[config.mk]
export PLATFORM = sky130hd
export DESIGN_NAME = ccr_cond_eval
export DESIGN_NICKNAME = d
export VERILOG_FILES = /design/src/rtl/ccr_pkg.sv /design/src/rtl/ccr_cond_decode.sv /design/src/rtl/ccr_cond_eval.sv
export SDC_FILE = /design/constraint.sdc
export NUM_CORES = 1
export LEC_CHECK = 0
export BUFFER_PORTS_ARGS = -buffer_cell sky130_fd_sc_hd__buf_4
export CORE_MARGIN = 2
export CORE_UTILIZATION = 35
export CTS_CLUSTER_DIAMETER = 80
export DETAILED_ROUTE_END_ITERATION = 8
export GPL_ROUTABILITY_DRIVEN = 0
export PLACE_DENSITY = 0.66
export SYNTH_ARGS = -nofsm -noshare
export SYNTH_HDL_FRONTEND = slang
export SYNTH_HIERARCHICAL = 1
export SYNTH_SLANG_ARGS = --single-unit
[constraint.sdc]
create_clock -name clk -period 4.6 [get_ports clk]
set_clock_uncertainty 0.1 [all_clocks]
set_input_delay 0.69 -clock clk [delete_from_list [all_inputs] [get_ports clk]]
set_output_delay 0.69 -clock clk [all_outputs]
set_load 0.05 [all_outputs]
[src/rtl/ccr_pkg.sv]
// ccr_pkg: shared definitions for the CVNZ condition-code interface.
//   - flag bit positions and single-bit masks within the 4-bit CCR {C,V,N,Z}
//   - 4-bit branch/predicate condition codes EQ..NV
//   - response-buffer state encoding used by ccr_cond_eval
package ccr_pkg;

  localparam int C_IDX = 3;
  localparam int V_IDX = 2;
  localparam int N_IDX = 1;
  localparam int Z_IDX = 0;

  localparam logic [3:0] C_MASK = 4'b1000;
  localparam logic [3:0] V_MASK = 4'b0100;
  localparam logic [3:0] N_MASK = 4'b0010;
  localparam logic [3:0] Z_MASK = 4'b0001;

  typedef enum logic [3:0] {
    COND_EQ = 4'd0,
    COND_NE = 4'd1,
    COND_CS = 4'd2,
    COND_CC = 4'd3,
    COND_MI = 4'd4,
    COND_PL = 4'd5,
    COND_VS = 4'd6,
    COND_VC = 4'd7,
    COND_HI = 4'd8,
    COND_LS = 4'd9,
    COND_GE = 4'd10,
    COND_LT = 4'd11,
    COND_GT = 4'd12,
    COND_LE = 4'd13,
    COND_AL = 4'd14,
    COND_NV = 4'd15
  } cond_e;

  typedef enum logic {
    ST_EMPTY = 1'b0,
    ST_FULL  = 1'b1
  } state_e;

endpackage

[src/rtl/ccr_cond_decode.sv]
// ccr_cond_decode: purely combinational condition evaluator.
//   cond  in  4  condition code (cond_e encoding)
//   ccr   in  4  condition-code register holding C, V, N, Z flags
//   taken out 1  1 when cond holds for the given flags
// Also used standalone by the sequencer's predicated-execution path.
module ccr_cond_decode
  import ccr_pkg::*;
#(
  parameter int C_BIT = C_IDX,
  parameter int V_BIT = V_IDX,
  parameter int N_BIT = N_IDX,
  parameter int Z_BIT = Z_IDX
) (
  input  logic [3:0] cond,
  input  logic [3:0] ccr,
  output logic       taken
);

  logic c, v, n, z;

  assign c = ccr[C_BIT];
  assign v = ccr[V_BIT];
  assign n = ccr[N_BIT];
  assign z = ccr[Z_BIT];

  always_comb begin
    // NOTE: assign a default before the case so every path drives the
    // output; a missed path would otherwise infer a latch.
    taken = 1'b0;
    case (cond)
      COND_EQ: taken = z;
      COND_NE: taken = !z;
      COND_CS: taken = c;
      COND_CC: taken = !c;
      COND_MI: taken = n;
      COND_PL: taken = !n;
      COND_VS: taken = v;
      COND_VC: taken = !v;
      COND_HI: taken = c && !z;
      COND_LS: taken = !c || z;
      COND_GE: taken = (n == v);
      COND_LT: taken = (n != v);
      COND_GT: taken = !z && (n == v);
      COND_LE: taken = z || (n != v);
      COND_AL: taken = 1'b1;
      COND_NV: taken = 1'b0;
      default: taken = 1'b0;
    endcase
  end

endmodule

[src/rtl/ccr_cond_eval.sv]
// ccr_cond_eval: architectural CCR register plus condition-query responder.
//   clk, rst       clock; synchronous active-high reset
//   ccr_in/ccr_we  CCR {C,V,N,Z} from the ALU and its write enable
//   req_*          condition query (valid/ready), cond in cond_e encoding
//   rsp_*          one-entry response buffer (valid/ready) with the result
//   ccr_q          current registered CCR
//   taken_cnt      saturating count of accepted queries that evaluated true
// A query accepted alongside ccr_we sees ccr_in (forwarded), so a branch
// right behind a flag-setting op never reads stale flags.
module ccr_cond_eval
  import ccr_pkg::*;
#(
  parameter int CNT_W = 8,
  parameter int C_BIT = C_IDX,
  parameter int V_BIT = V_IDX,
  parameter int N_BIT = N_IDX,
  parameter int Z_BIT = Z_IDX
) (
  input  logic             clk,
  input  logic             rst,
  input  logic [3:0]       ccr_in,
  input  logic             ccr_we,
  input  logic             req_valid,
  input  logic [3:0]       req_cond,
  output logic             req_ready,
  output logic             rsp_valid,
  output logic             rsp_taken,
  input  logic             rsp_ready,
  output logic [3:0]       ccr_q,
  output logic [CNT_W-1:0] taken_cnt
);

  localparam logic [CNT_W-1:0] CNT_MAX = '1;

  state_e     state_q, state_d;
  logic [3:0] eval_ccr;
  logic       eval_taken;
  logic       accept;

  assign eval_ccr = ccr_we ? ccr_in : ccr_q;

  ccr_cond_decode #(
    .C_BIT(C_BIT),
    .V_BIT(V_BIT),
    .N_BIT(N_BIT),
    .Z_BIT(Z_BIT)
  ) u_decode (
    .cond (req_cond),
    .ccr  (eval_ccr),
    .taken(eval_taken)
  );

  // req_ready depends only on state and rsp_ready, never on req_valid, so
  // upstream may compute req_valid from req_ready without a comb loop.
  always_comb begin
    state_d   = state_q;
    req_ready = 1'b1;
    rsp_valid = 1'b0;
    case (state_q)
      ST_EMPTY: begin
        if (req_valid) state_d = ST_FULL;
      end
      ST_FULL: begin
        rsp_valid = 1'b1;
        req_ready = rsp_ready;
        if (rsp_ready && !req_valid) state_d = ST_EMPTY;
      end
      default: state_d = ST_EMPTY;
    endcase
  end

  assign accept = req_valid && req_ready;

  // NOTE: state is updated with non-blocking assignments so every register
  // samples the pre-edge values regardless of statement order.
  always_ff @(posedge clk) begin
    if (rst) begin
      state_q   <= ST_EMPTY;
      ccr_q     <= 4'b0000;
      rsp_taken <= 1'b0;
      taken_cnt <= '0;
    end else begin
      state_q <= state_d;
      if (ccr_we) ccr_q <= ccr_in;
      // Only an accept overwrites the buffer, so a stalled result stays
      // stable even if the CCR is rewritten underneath it.
      if (accept) rsp_taken <= eval_taken;
      if (accept && eval_taken && (taken_cnt != CNT_MAX))
        taken_cnt <= taken_cnt + CNT_W'(1);
    end
  end

endmodule
* Word-level counts from Yosys, hierarchy flattened *
Index checks and enable logic that the tools add are counted.

storage, ports and cells
  memory bits (read-only) = 0
  logic and storage cells = 45
  output and inout port bits = 15
  memories = 0
  RAM bits = 0
  bits in latches = 0
  flip-flop bits (word level) = 14

operators by class
  bitwise gates (word level) = 1
  reduce and logical (&&, ||, !) cells = 14
  $lt $le $gt $ge = 0
  add/subtract/negate cells = 1
  multiply operators = 0
  div/mod/pow operators = 0
  mux-type cells = 7
  equal/unequal tests = 18
  shift-type cells = 0

operators by type and width
  operator                                       count
  == test 4 bit, second input constant           8
  == test 4 x 3 -> 1 bit, second input constant  4
  case mux 1 bit (16 select lines)               1
  adder 8 x 1 -> 8 bit, second input constant    1
  == test 4 x 2 -> 1 bit, second input constant  2
  != test 8 bit, second input constant           1
  logical AND 1 bit                              6
  logical NOT 1 bit                              5
  == test 4 x 1 -> 1 bit, second input constant  1
  logical NOT 4 bit                              1
  2-to-1 mux 1 bit                               4
  2-to-1 mux 4 bit                               1
  logical OR 1 bit                               2
  case mux 1 bit (2 select lines)                1
  == test 1 bit                                  1
  != test 1 bit                                  1
  inverter 1 bit                                 1

* Logic depth before layout (Yosys ltp) *
  depth after elaboration = 6
  depth in mapped cells = 10

* By module *
Netlist, hierarchy kept.

by module, submodules not included
  module           area each (um^2)  instances  seq. area each (um^2)  cells an instance
  ccr_cond_eval    674.4             1          280.3                  70
  ccr_cond_decode  155.1             1          0.0                    23

* Worst setup path after synthesis *
Ideal clock, no wire load.

  kind = input-to-reg
  from = input port ccr_we
  to = register taken_cnt[5]
  stages = 10
  library setup time = 0.123 ns
  slack = 1.514 ns
  data required time = 4.377 ns
  data arrival time = 2.862 ns
  cell sequence = mux2_2 > xor2_1 > xor2_1 > a2111oi_1 > a311oi_1 > o22ai_1 > nand3_4 > buf_6 > nor4_4 > mux2_1

between the ends
  longest elaborated chain between the ends = 6

ends and longest elaborated chain
  item                                            RTL line                                      text
  from (decl)                                     ccr_cond_eval.sv:22                           input logic ccr_we,
  2-to-1 mux 4 bit *                              n/a
  != test 1 bit, or another cell as far along     ccr_cond_decode.sv:42, ccr_cond_decode.sv:44
  logical OR 1 bit, or another cell as far along  ccr_cond_decode.sv:44                         COND_LE: taken = z || (n != v);
  case mux 1 bit (16 select lines) *              ccr_cond_decode.sv:30                         case (cond)
  net eval_taken                                  ccr_cond_eval.sv:37                           logic eval_taken;
  logical AND 1 bit * (2 in a row)                ccr_cond_eval.sv:88                           if (accept && eval_taken && (taken_cnt != CNT_MAX))
  to (signal assigned)                            ccr_cond_eval.sv:89                           taken_cnt <= taken_cnt + CNT_W'(1);
  to (decl)                                       ccr_cond_eval.sv:30                           output logic [CNT_W-1:0] taken_cnt

The timed path passes the listed nets; every way through them passes the cells marked *.
A chain may end at the register's enable or synchronous reset.

* Worst setup path after layout *
  from = input port ccr_we
  to = register taken_cnt[5]

between the ends
  longest elaborated chain between the ends = 6

ends and longest elaborated chain
  item                                                   RTL line                                      text
  2-to-1 mux 4 bit *                                     n/a
  net eval_ccr[1]                                        ccr_cond_eval.sv:36                           logic [3:0] eval_ccr;
  != test 1 bit or == test 1 bit (tied branches)         n/a
  logical OR 1 bit or logical AND 1 bit (tied branches)  ccr_cond_decode.sv:44, ccr_cond_decode.sv:43
  case mux 1 bit (16 select lines) *                     ccr_cond_decode.sv:30
  net eval_taken                                         ccr_cond_eval.sv:37
  logical AND 1 bit * (2 in a row)                       ccr_cond_eval.sv:88

Marked as above.

==> impl_metrics.py <==
metrics = {
    "floorplan": {
        "initial_core_util_pct": 37.1,
        "die_area_um2": 2780,
        "core_um2": 2230,
        "die_w_um": 52.7,
        "die_h_um": 52.7,
        "fp-row-count": 17,
        "io_pins": 28,
    },
    "routing": {
        "dr.pass1.iters": 4,
        "drt_iter0_drc": 15,
        "vias": 779,
        "drt_wl_total_um": 1840,
        "drc": 0,
        "wl_per_cell_um": 12.4,
        "avgViaCountPerCell": 5.26,
        "antenna_left": 0,
    },
    "power_and_ir_drop": {
        "power_density_nw_per_um2": 269,
        "power_frac_seq_pct": 44.5,
        "comb_power_share_pct": 24.8,
        "p_sw_uw": 87.3,
        "vdd_ir_drop_max_v": 0.000117,
        "clock_power_share_pct": 30.7,
        "leakagePower_nw": 0.424,
        "p_int_uw": 202,
        "sw_frac_of_total_pct": 30.2,
    },
    "synth": {
        "syn_area_per_cell_um2": 8.92,
        "yosysWarnings": 6,
        "netlist_area_um2": 830,
        "netlist_instances": 93,
        "ys_ff_latch": 14,
        "ys_seq_area_share_pct": 33.8,
        "synth_nets": 107,
        "yosys.area.top_type": "dfxtp_1",
        "synth_cell_types": 39,
        "synth_top_cell_area_share_pct": 33.8,
        "synth_area_leaders": "dfxtp_1, mux2_2, a21oi_1",
    },
    "layout": {
        "fin_util_pct": 48.2,
        "drive_gt1_share_pct": 33.3,
        "design_area_um2": 1080,
        "diodes": 0,
        "fin_nets": 135,
        "area_delta_synth_final_pct": 29.9,
    },
    "job": {
        "max-cap-violations": 0,
    },
    "setup_path": {
        "rr_worst_depth": 9,
        "cp_common_cell": "xor2_1",
        "required_ps": 4670,
        "cp.arrival_ps": 3180,
        "startpoint": "ccr_we",
        "r2r_start": "ccr_q[1]",
        "startpoint_type": "primary input",
        "end_kind": "flop",
        "cpMaxStageDelayCell": "a2111oi_1",
        "cp_max_fo": 12,
        "rr_endpoint": "taken_cnt[5]",
        "slowest_delay_ps": 440,
        "rrSetupSlack_ps": 1770,
        "criticalPathCategory": "in2reg",
        "path_cells": "buf_4, mux2_2, xor2_1, xor2_1, a2111oi_1, a311oi_1, o22ai_1, nand3_4, nor4_4, mux2_1",
    },
    "clock_tree": {
        "clock_latency_ps": 280,
        "ctsResizeCount": 0,
        "cts_max_level": 1,
        "hold_buffers": 0,
        "clkSinkCount": 14,
        "cts_root_buffer": "clkbuf_4",
        "clockBufferDepth": 2,
        "cts_tree": "built",
        "numCtsBuffers": 3,
        "path_clk_slew_ps": 90,
        "post-cts-setup-buffers": 0,
    },
    "worst_hold_path": {
        "hold_start": "rsp_taken",
        "hold_path_class": "reg2reg",
        "holdPathEnd": "rsp_taken",
        "holdPathStages": 2,
    },
    "run_status": {
        "outcome": "finished, final reports clean",
    },
    "sta": {
        "max_freq_mhz": 322,
        "rsz0062_at_grt": "false",
        "tightest_slew_ps": 371,
        "setup_slack_ps": 1490,
        "setup_viol_count_final": 0,
        "fin_tns_setup_ps": 0,
        "fin_crit_ps": 3110,
        "period_share_pct": 67.5,
        "whs_ps": 359,
        "hold_violations": 0,
        "final_max_slew_viol_count": 0,
        "slew_headroom_pct": 75.2,
    },
    "placed_design": {
        "dpl_cell_area_um2": 1040,
        "place_hpwl_um": 1390,
        "dpl_worst_slack_ps": 1220,
        "port_buffers": 27,
    },
    "global_routing": {
        "grt_max_degree": 13,
        "antenna_found_initial": 0,
        "grt_use_total_pct": 14.8,
        "grt_first_pass_wirelength_um": 3110,
        "grt.overflow.total": 0,
        "grt_pass1_vias": 748,
    },
}
state kept, by name (all words and copies together) (netlist names):
name	cells
ccr_q	4
rsp_taken	1
state_q	1
taken_cnt	8
synth_stat cells:
master	instances
dfxtp_1	14
a21oi_1	8
nor2_1	7
nand2_1	6
and2_1	4
mux2_2	4
nand3_1	4
inv_1	3
nor2b_1	3
o21ai_0	3
xor2_1	3
a211oi_1	2
clkbuf_1	2
mux2i_1	2
nor4_1	2
o31ai_1	2
or4_1	2
a2111oi_1	1
a311oi_1	1
buf_4	1
buf_6	1
ha_1	1
inv_4	1
mux2_1	1
nand2b_1	1
nand3_4	1
nand4_1	1
nor2_4	1
nor2b_4	1
nor3_1	1
nor4_4	1
nor4b_1	1
o22a_1	1
o22ai_1	1
o311ai_0	1
o41ai_1	1
or3_1	1
or3b_1	1
xnor2_1	1
worst max path at each step:
stage / endpoint / slack (ps) / cells after the start
CTS: taken_cnt[5] / 1530 / 10
global route: taken_cnt[3] / 1320 / 10
floorplan: taken_cnt[5] / 1510 / 10
detailed placement: taken_cnt[5] / 1220 / 10
finish: taken_cnt[5] / 1490 / 10
global placement: taken_cnt[5] / 1330 / 10
power groups by stage:
| stage | combinational [mW] | sequential (mW) | clock [mW] |
|---|---|---|---|
| final | 0.0719 | 0.129 | 0.0888 |
| after global routing | 0.0780 | 0.130 | 0.0995 |
| after CTS | 0.0724 | 0.129 | 0.0924 |
| after detailed placement | 0.0723 | 0.132 | 0 |
| after global placement | 0.0706 | 0.132 | 0 |
| after floorplan | 0.0357 | 0.147 | 0 |
metal layers:
| metal | vias up | wire length, um | track usage [%] | part of all wire (%) |
|---|---|---|---|---|
| li1 | 391 | - | - | - |
| met1 | 354 | 816 | 17.8 | 44 |
| met2 | 32 | 876 | 25.6 | 48 |
| met3 | 2 | 138 | 2.86 | 7.5 |
| met4 | 0 | 6 | 5.98 | 0.33 |
| met5 | - | 0 | 0 | 0 |
through the flow:
stage | total power [mW] | std cells
floorplan | 0.183 | 93
global placement | 0.202 | 144
detailed placement | 0.204 | 144
CTS | 0.294 | 148
global route | 0.307 | 148
finish | 0.289 | 148
final cells by class:
| cell class | instances | area (um^2) |
|---|---|---|
| timing repair buffer | 27 | 203 |
| fill | 226 | 1160 |
| clock buffer | 4 | 36.3 |
| sequential | 14 | 280 |
| multi-input combinational | 71 | 505 |
| inverter | 4 | 17.5 |
| tap | 28 | 35.0 |
cell usage in the layout (no fill, tap or decap), types with 3 or more instances in the layout:
cell and count:
and2_1 4, buf_4 27, nand2_1 6, inv_1 3, a21oi_1 8, dfxtp_1 14, nor2_1 7, clkbuf_4 3
nand3_1 4, xor2_1 3, nor2b_1 3, o21ai_0 3, mux2_2 4
critical path, delay by kind of cell:
family                    cells  cell delay, ps
AOI/OAI and AO/OA             3             790
muxes                         2             690
and+or+nand+nor               2             530
xor gates and xnor gates      2             380
buffers and inverters         1             110
kinds of logic after synthesis:
logic type	count (synthesis)	share of synthesized area, %
buffers and inverters	8	5.28
adders and majority gates	1	1.51
xor gates and xnor gates	4	4.22
muxes	7	9.20
AOI/OAI and AO/OA	21	16.4
and+or+nand+nor	38	29.6
DFF	14	33.8
Note: power is estimated with default switching activity, not from simulation.
